--- src/rtl/uart_pkg.sv ---
// Shared definitions for the UART receive framer: frame limits, parity
// encodings, FSM state codes and the latched per-frame configuration.
package uart_pkg;

    localparam int OVERSAMPLE_DEF = 16;
    localparam int MID_SAMPLE     = 7;
    localparam int MIN_DATA       = 5;
    localparam int MAX_DATA       = 9;

    localparam logic PAR_EVEN = 1'b0;
    localparam logic PAR_ODD  = 1'b1;

    typedef logic [2:0] state_t;

    localparam state_t ST_IDLE      = 3'd0;
    localparam state_t ST_START     = 3'd1;
    localparam state_t ST_DATA      = 3'd2;
    localparam state_t ST_PARITY    = 3'd3;
    localparam state_t ST_STOP1     = 3'd4;
    localparam state_t ST_STOP2     = 3'd5;
    localparam state_t ST_WAIT_IDLE = 3'd6;

    // Frame format captured at the start bit so mid-frame input changes are ignored.
    typedef struct packed {
        logic       use_parity;
        logic       odd;
        logic       two_stop;
        logic [3:0] len;
    } cfg_t;

    function automatic logic [3:0] clamp_len(input logic [3:0] len);
        if (len < 4'(MIN_DATA)) return 4'(MIN_DATA);
        if (len > 4'(MAX_DATA)) return 4'(MAX_DATA);
        return len;
    endfunction

endpackage

--- src/rtl/uart_rx_sync.sv ---
// Metastability synchronizer for the asynchronous serial line; resets to the
// idle (high) level so no false start bit is seen when reset releases.
module uart_rx_sync #(
    parameter int SYNC_STAGES = 2
) (
    input  logic clk_16bd,
    input  logic rst,
    input  logic serial,
    output logic synced
);

    logic [SYNC_STAGES-1:0] stages;

    always_ff @(posedge clk_16bd) begin
        if (rst) begin
            stages <= '1;
        end else begin
            stages <= {stages[SYNC_STAGES-2:0], serial};
        end
    end

    assign synced = stages[SYNC_STAGES-1];

endmodule

--- src/rtl/uart_processor.sv ---
// UART receive framer: 16x oversampled start/data/parity/stop recovery with a
// one-cycle strobe for frames that pass the parity and stop-bit checks.
module uart_processor
    import uart_pkg::*;
#(
    parameter int OVERSAMPLE  = OVERSAMPLE_DEF,
    parameter int SYNC_STAGES = 2
) (
    input  logic                clk_16bd,
    input  logic                rst,
    input  logic                Rx,
    input  logic                parity,
    input  logic                parity_type,
    input  logic                stop_bits,
    input  logic [3:0]          frame_length,
    output logic [MAX_DATA-1:0] frame,
    output logic                frame_valid
);

    localparam int CNT_W = $clog2(OVERSAMPLE);

    logic                rxs;
    state_t              state;
    cfg_t                cfg;
    logic [CNT_W-1:0]    cnt;
    logic [3:0]          idx;
    logic [MAX_DATA-1:0] data;
    logic                par_acc;
    logic                perr;
    logic                stop_ok;
    logic                mid;
    logic                frame_end;

    uart_rx_sync #(
        .SYNC_STAGES(SYNC_STAGES)
    ) u_sync (
        .clk_16bd(clk_16bd),
        .rst     (rst),
        .serial  (Rx),
        .synced  (rxs)
    );

    assign mid       = (cnt == CNT_W'(MID_SAMPLE));
    assign frame_end = mid && ((state == ST_STOP2) ||
                               (state == ST_STOP1 && !cfg.two_stop));

    // NOTE: all state here is updated with non-blocking assignments so every
    // branch reads the pre-edge values, and a later assignment in the same
    // block deliberately overrides an earlier one (used at frame end).
    always_ff @(posedge clk_16bd) begin
        if (rst) begin
            state       <= ST_IDLE;
            cfg         <= '{use_parity: 1'b0, odd: PAR_EVEN, two_stop: 1'b0,
                             len: 4'(MIN_DATA)};
            cnt         <= '0;
            idx         <= '0;
            data        <= '0;
            par_acc     <= 1'b0;
            perr        <= 1'b0;
            stop_ok     <= 1'b1;
            frame       <= '0;
            frame_valid <= 1'b0;
        end else begin
            frame_valid <= 1'b0;

            // Bit-period counter only runs while a frame is in progress.
            if (state == ST_IDLE || state == ST_WAIT_IDLE) begin
                cnt <= '0;
            end else if (cnt == CNT_W'(OVERSAMPLE - 1)) begin
                cnt <= '0;
            end else begin
                cnt <= cnt + 1'b1;
            end

            case (state)
                ST_IDLE: begin
                    if (!rxs) begin
                        state   <= ST_START;
                        cfg     <= '{use_parity: parity, odd: parity_type,
                                     two_stop: stop_bits,
                                     len: clamp_len(frame_length)};
                        idx     <= '0;
                        data    <= '0;
                        par_acc <= 1'b0;
                        perr    <= 1'b0;
                        stop_ok <= 1'b1;
                    end
                end
                ST_START: begin
                    if (mid) state <= rxs ? ST_IDLE : ST_DATA;
                end
                ST_DATA: begin
                    if (mid) begin
                        data[idx] <= rxs;
                        par_acc   <= par_acc ^ rxs;
                        idx       <= idx + 4'd1;
                        if (idx == cfg.len - 4'd1) begin
                            state <= cfg.use_parity ? ST_PARITY : ST_STOP1;
                        end
                    end
                end
                ST_PARITY: begin
                    if (mid) begin
                        perr  <= par_acc ^ rxs ^ (cfg.odd == PAR_ODD);
                        state <= ST_STOP1;
                    end
                end
                ST_STOP1: begin
                    if (mid) begin
                        stop_ok <= rxs;
                        if (cfg.two_stop) state <= ST_STOP2;
                    end
                end
                ST_STOP2: begin
                    // Final sample handled by the frame-end logic below.
                end
                ST_WAIT_IDLE: begin
                    if (rxs) state <= ST_IDLE;
                end
                default: state <= ST_IDLE;
            endcase

            // A low final stop bit is a framing error; hold off until the line idles.
            if (frame_end) begin
                frame       <= data;
                frame_valid <= !perr && stop_ok && rxs;
                state       <= rxs ? ST_IDLE : ST_WAIT_IDLE;
            end
        end
    end

endmodule

--- config.mk ---
export PLATFORM = sky130hd
export DESIGN_NAME = uart_processor
export DESIGN_NICKNAME = d
export VERILOG_FILES = /design/src/rtl/uart_pkg.sv /design/src/rtl/uart_rx_sync.sv /design/src/rtl/uart_processor.sv
export SDC_FILE = /design/constraint.sdc
export NUM_CORES = 1
export LEC_CHECK = 0
export CAP_MARGIN = 20
export CORE_ASPECT_RATIO = 0.75
export CORE_MARGIN = 10
export CORE_UTILIZATION = 58
export CTS_BUF_LIST = sky130_fd_sc_hd__clkbuf_8
export DETAILED_ROUTE_END_ITERATION = 16
export PLACE_DENSITY_LB_ADDON = 0.3
export SLEW_MARGIN = 20
export SYNTH_ARGS = -nofsm -noshare
export SYNTH_HDL_FRONTEND = slang
export SYNTH_SLANG_ARGS = --single-unit
--- constraint.sdc ---
create_clock -name clk_16bd -period 2.3 [get_ports clk_16bd]
set_input_delay 0.46 -clock clk_16bd [delete_from_list [all_inputs] [get_ports clk_16bd]]
set_output_delay 0.46 -clock clk_16bd [all_outputs]
set_load 0.01 [all_outputs]
==> flow_metrics.tcl <==
set metrics [dict create \
    cts_hold_buf 0 \
    grt.busiest_layer "met2" \
    die_w_um 87.35 \
    ant_nets 0 \
    syn_area_um2 1973 \
    crit_family "simple AND/OR/NAND/NOR gates" \
    drcViolationCount 0 \
    met2_usage_pct 19.11 \
    hold_viol 0 \
    wl_per_cell_um 13.75 \
    grt_util_met1_pct 17.65 \
    max_slew_margin_pct 62.49 \
    die_area_um2 6159 \
    drt_iter0_markers 119 \
    layout_commonest_cell "dfxtp_1" \
    fin_cells 281 \
    cts_made_buffers 5 \
    cts_tree "built" \
    finalSetupViolCount 0 \
    synth-seq-area-share_pct 42.61 \
    r2r_slack_ns 0.36 \
    finalCritPeriodShare_pct 84.36 \
    io-pin-count 20 \
    totalWireLength_um 3865 \
    synth_area_leaders "dfxtp_1 43%, nor2_1 6.3%, a21oi_1 6.1%" \
    area_growth_pct 16.74 \
    syn-num-nets 237 \
    syn-mean-instance-area_um2 8.928 \
    h-tree-depth 2 \
    cts_setup_buffers 0 \
    crit_path_max_fanout 10 \
    drive_above_1_share_pct 10.37 \
    synth-edff-count 0 \
    final-max-slew-violation-count 0 \
    dieHeight_um 70.51 \
    grt_pass1_vias 1468 \
    rows 18 \
    num-fill-cells 256 \
    path_buf_inv 0 \
    clock_latency_ns 0.29 \
    syn_inst 221 \
    pwr_density_cell_nw_per_um2 756.7 \
    start_util_pct 60.01 \
    post_cts_resize_count 0 \
    final_cell_mix "42 x dfxtp_1, 33 x nor2_1, 24 x a21oi_1" \
    antenna_found_initial 0 \
    finalSetupTns_ns 0 \
    slowest_stage "and3b_1" \
    hold_path.class "register to register" \
    ctsLongestPathBuffers 2 \
    grt_first_pass_wirelength_um 6658 \
    synthArstFlopShare_pct 0 \
    viasPerCell 5.548 \
    critical-path-max-stage-delay_ns 0.46 \
    gr-total-overflow 0 \
    skew_ns 0.006359 \
    io_buffers 19 \
    core_area_um2 3288 \
    synth_cell_types 44 \
    final_nets 256 \
    place_inst 273 \
    use_met3_pct 4.751 \
    place_congestion 0.7805 \
    p_leak_nw 0.7972 \
    worst_pin_slew_ns 0.5619 \
    rsz0062_at_grt "no" \
    worstSetupPathType "register to register" \
    outcome "completed" \
    clkTransAtPathRegs_ns 0.08 \
    antenna_cells 0 \
    grtUsageTotal_pct 13.06 \
    max_cap_violations 0 \
    cp.required_ns 2.46 \
    vias 1559 \
    arrival_ns 2.10 \
    period_needed_ns 1.940 \
    ys.flop_type "dfxtp_1" \
    yosysWarningCount 0 \
    irDropWorstVdd_mv 0.5493 \
    root_buffer "clkbuf_8" \
    synth_top_area_share_pct 42.61 \
    path_cells "ha_1 > and3b_1 > nand2_4 > nor3_1 > a211oi_1" \
    firstDrtPassIters 4 \
    grt_start_max_net_pins 14 \
    dp_hpwl_um 2851 \
    worst_setup_path_start_kind "register" \
    endpoint_kind "register" \
    ys_ff_latch 42 \
    clock_sinks 42 \
    maxClockFrequency_mhz 515.4 \
    synth_top_cell_by_area "dfxtp_1" \
]
-- worst reg2reg max path, stage by stage (launching register included) --
cell and delay, ns:
dfxtp_1 0.35, ha_1 0.23, and3b_1 0.46, nand2_4 0.15
nor3_1 0.46, a211oi_1 0.16
-- power breakdown --
part | internal (mW) | total (mW) | switching, mW
registers | 0.767 | 0.852 | 0.0855
clock network | 0.319 | 0.567 | 0.247
logic | 0.144 | 0.324 | 0.180
-- sequential cells by signal (all words and copies together) (netlist names) --
name	count
state	3
stop_ok	1
cfg	7
u_sync.stages	2
idx	4
frame	9
perr	1
data	9
frame_valid	1
par_acc	1
cnt	4
-- through the flow --
step                      cell area [µm²]  utilization (%)  worst slack, ns  hold slack, ns  power [mW]
after CTS                            2303            70.05           0.3775          0.4173       1.747
final                                2303            70.05           0.3597          0.4130       1.743
after global routing                 2303            70.05           0.1166          0.4439       1.832
after floorplan                      1973                -           0.6815          0.3895       1.118
after detailed placement             2195            66.74           0.3836          0.3981       1.190
after global placement               2195            66.74           0.4979          0.3906       1.182
-- metal layers --
metal,up-vias,wire length (µm)
li1,808,-
met1,714,1985
met2,35,1638
met3,2,223
met4,0,18
met5,-,0
-- path summary, 6_finish.rpt --
| path | startpoint | to | cells past startpoint |
|---|---|---|---|
| max | cnt[0] | data[7] | 5 |
| min | u_sync.stages[0] | u_sync.stages[1] | 1 |
| max reg2reg | cnt[0] | data[7] | 5 |
| min reg2reg | u_sync.stages[0] | u_sync.stages[1] | 1 |
-- cells by family (layout without fill, tap and decap cells) --
| logic type | Yosys count | count (layout) | synth area share (%) |
|---|---|---|---|
| compound gates | 50 | 50 | 16.17 |
| buf+inv | 17 | 37 | 3.867 |
| flops | 42 | 42 | 42.61 |
| fa+ha+maj | 6 | 6 | 3.805 |
| simple gates | 85 | 85 | 23.59 |
| mux | 10 | 10 | 5.073 |
| xor+xnor | 11 | 11 | 4.883 |
-- cell usage after synthesis (2+ instances only) --
| library cell | number |
|---|---|
| nor2_1 | 33 |
| o21ai_0 | 4 |
| nand2b_1 | 4 |
| nand3_1 | 6 |
| nor3_1 | 5 |
| a21oi_1 | 24 |
| a31oi_1 | 3 |
| clkbuf_1 | 6 |
| nand2_1 | 14 |
| dfxtp_1 | 42 |
| mux2i_1 | 10 |
| inv_1 | 6 |
| and2_1 | 2 |
| ha_1 | 6 |
| or2_2 | 5 |
| buf_2 | 3 |
| xor2_1 | 3 |
| a211oi_1 | 9 |
| nand3b_1 | 3 |
| xnor2_1 | 8 |
| nor2b_1 | 2 |
-- layout make-up --
type	count	area (µm²)	share of cell area, %
inverter	6	22.52	0.9777
multi-input combinational	162	1061	46.06
sequential	42	840.8	36.50
timing repair buffer	23	220.2	9.560
clock buffer	5	68.82	2.988
tap	40	50.05	2.173
clock inverter	3	40.04	1.738
Power figures use the tool's default switching activity.
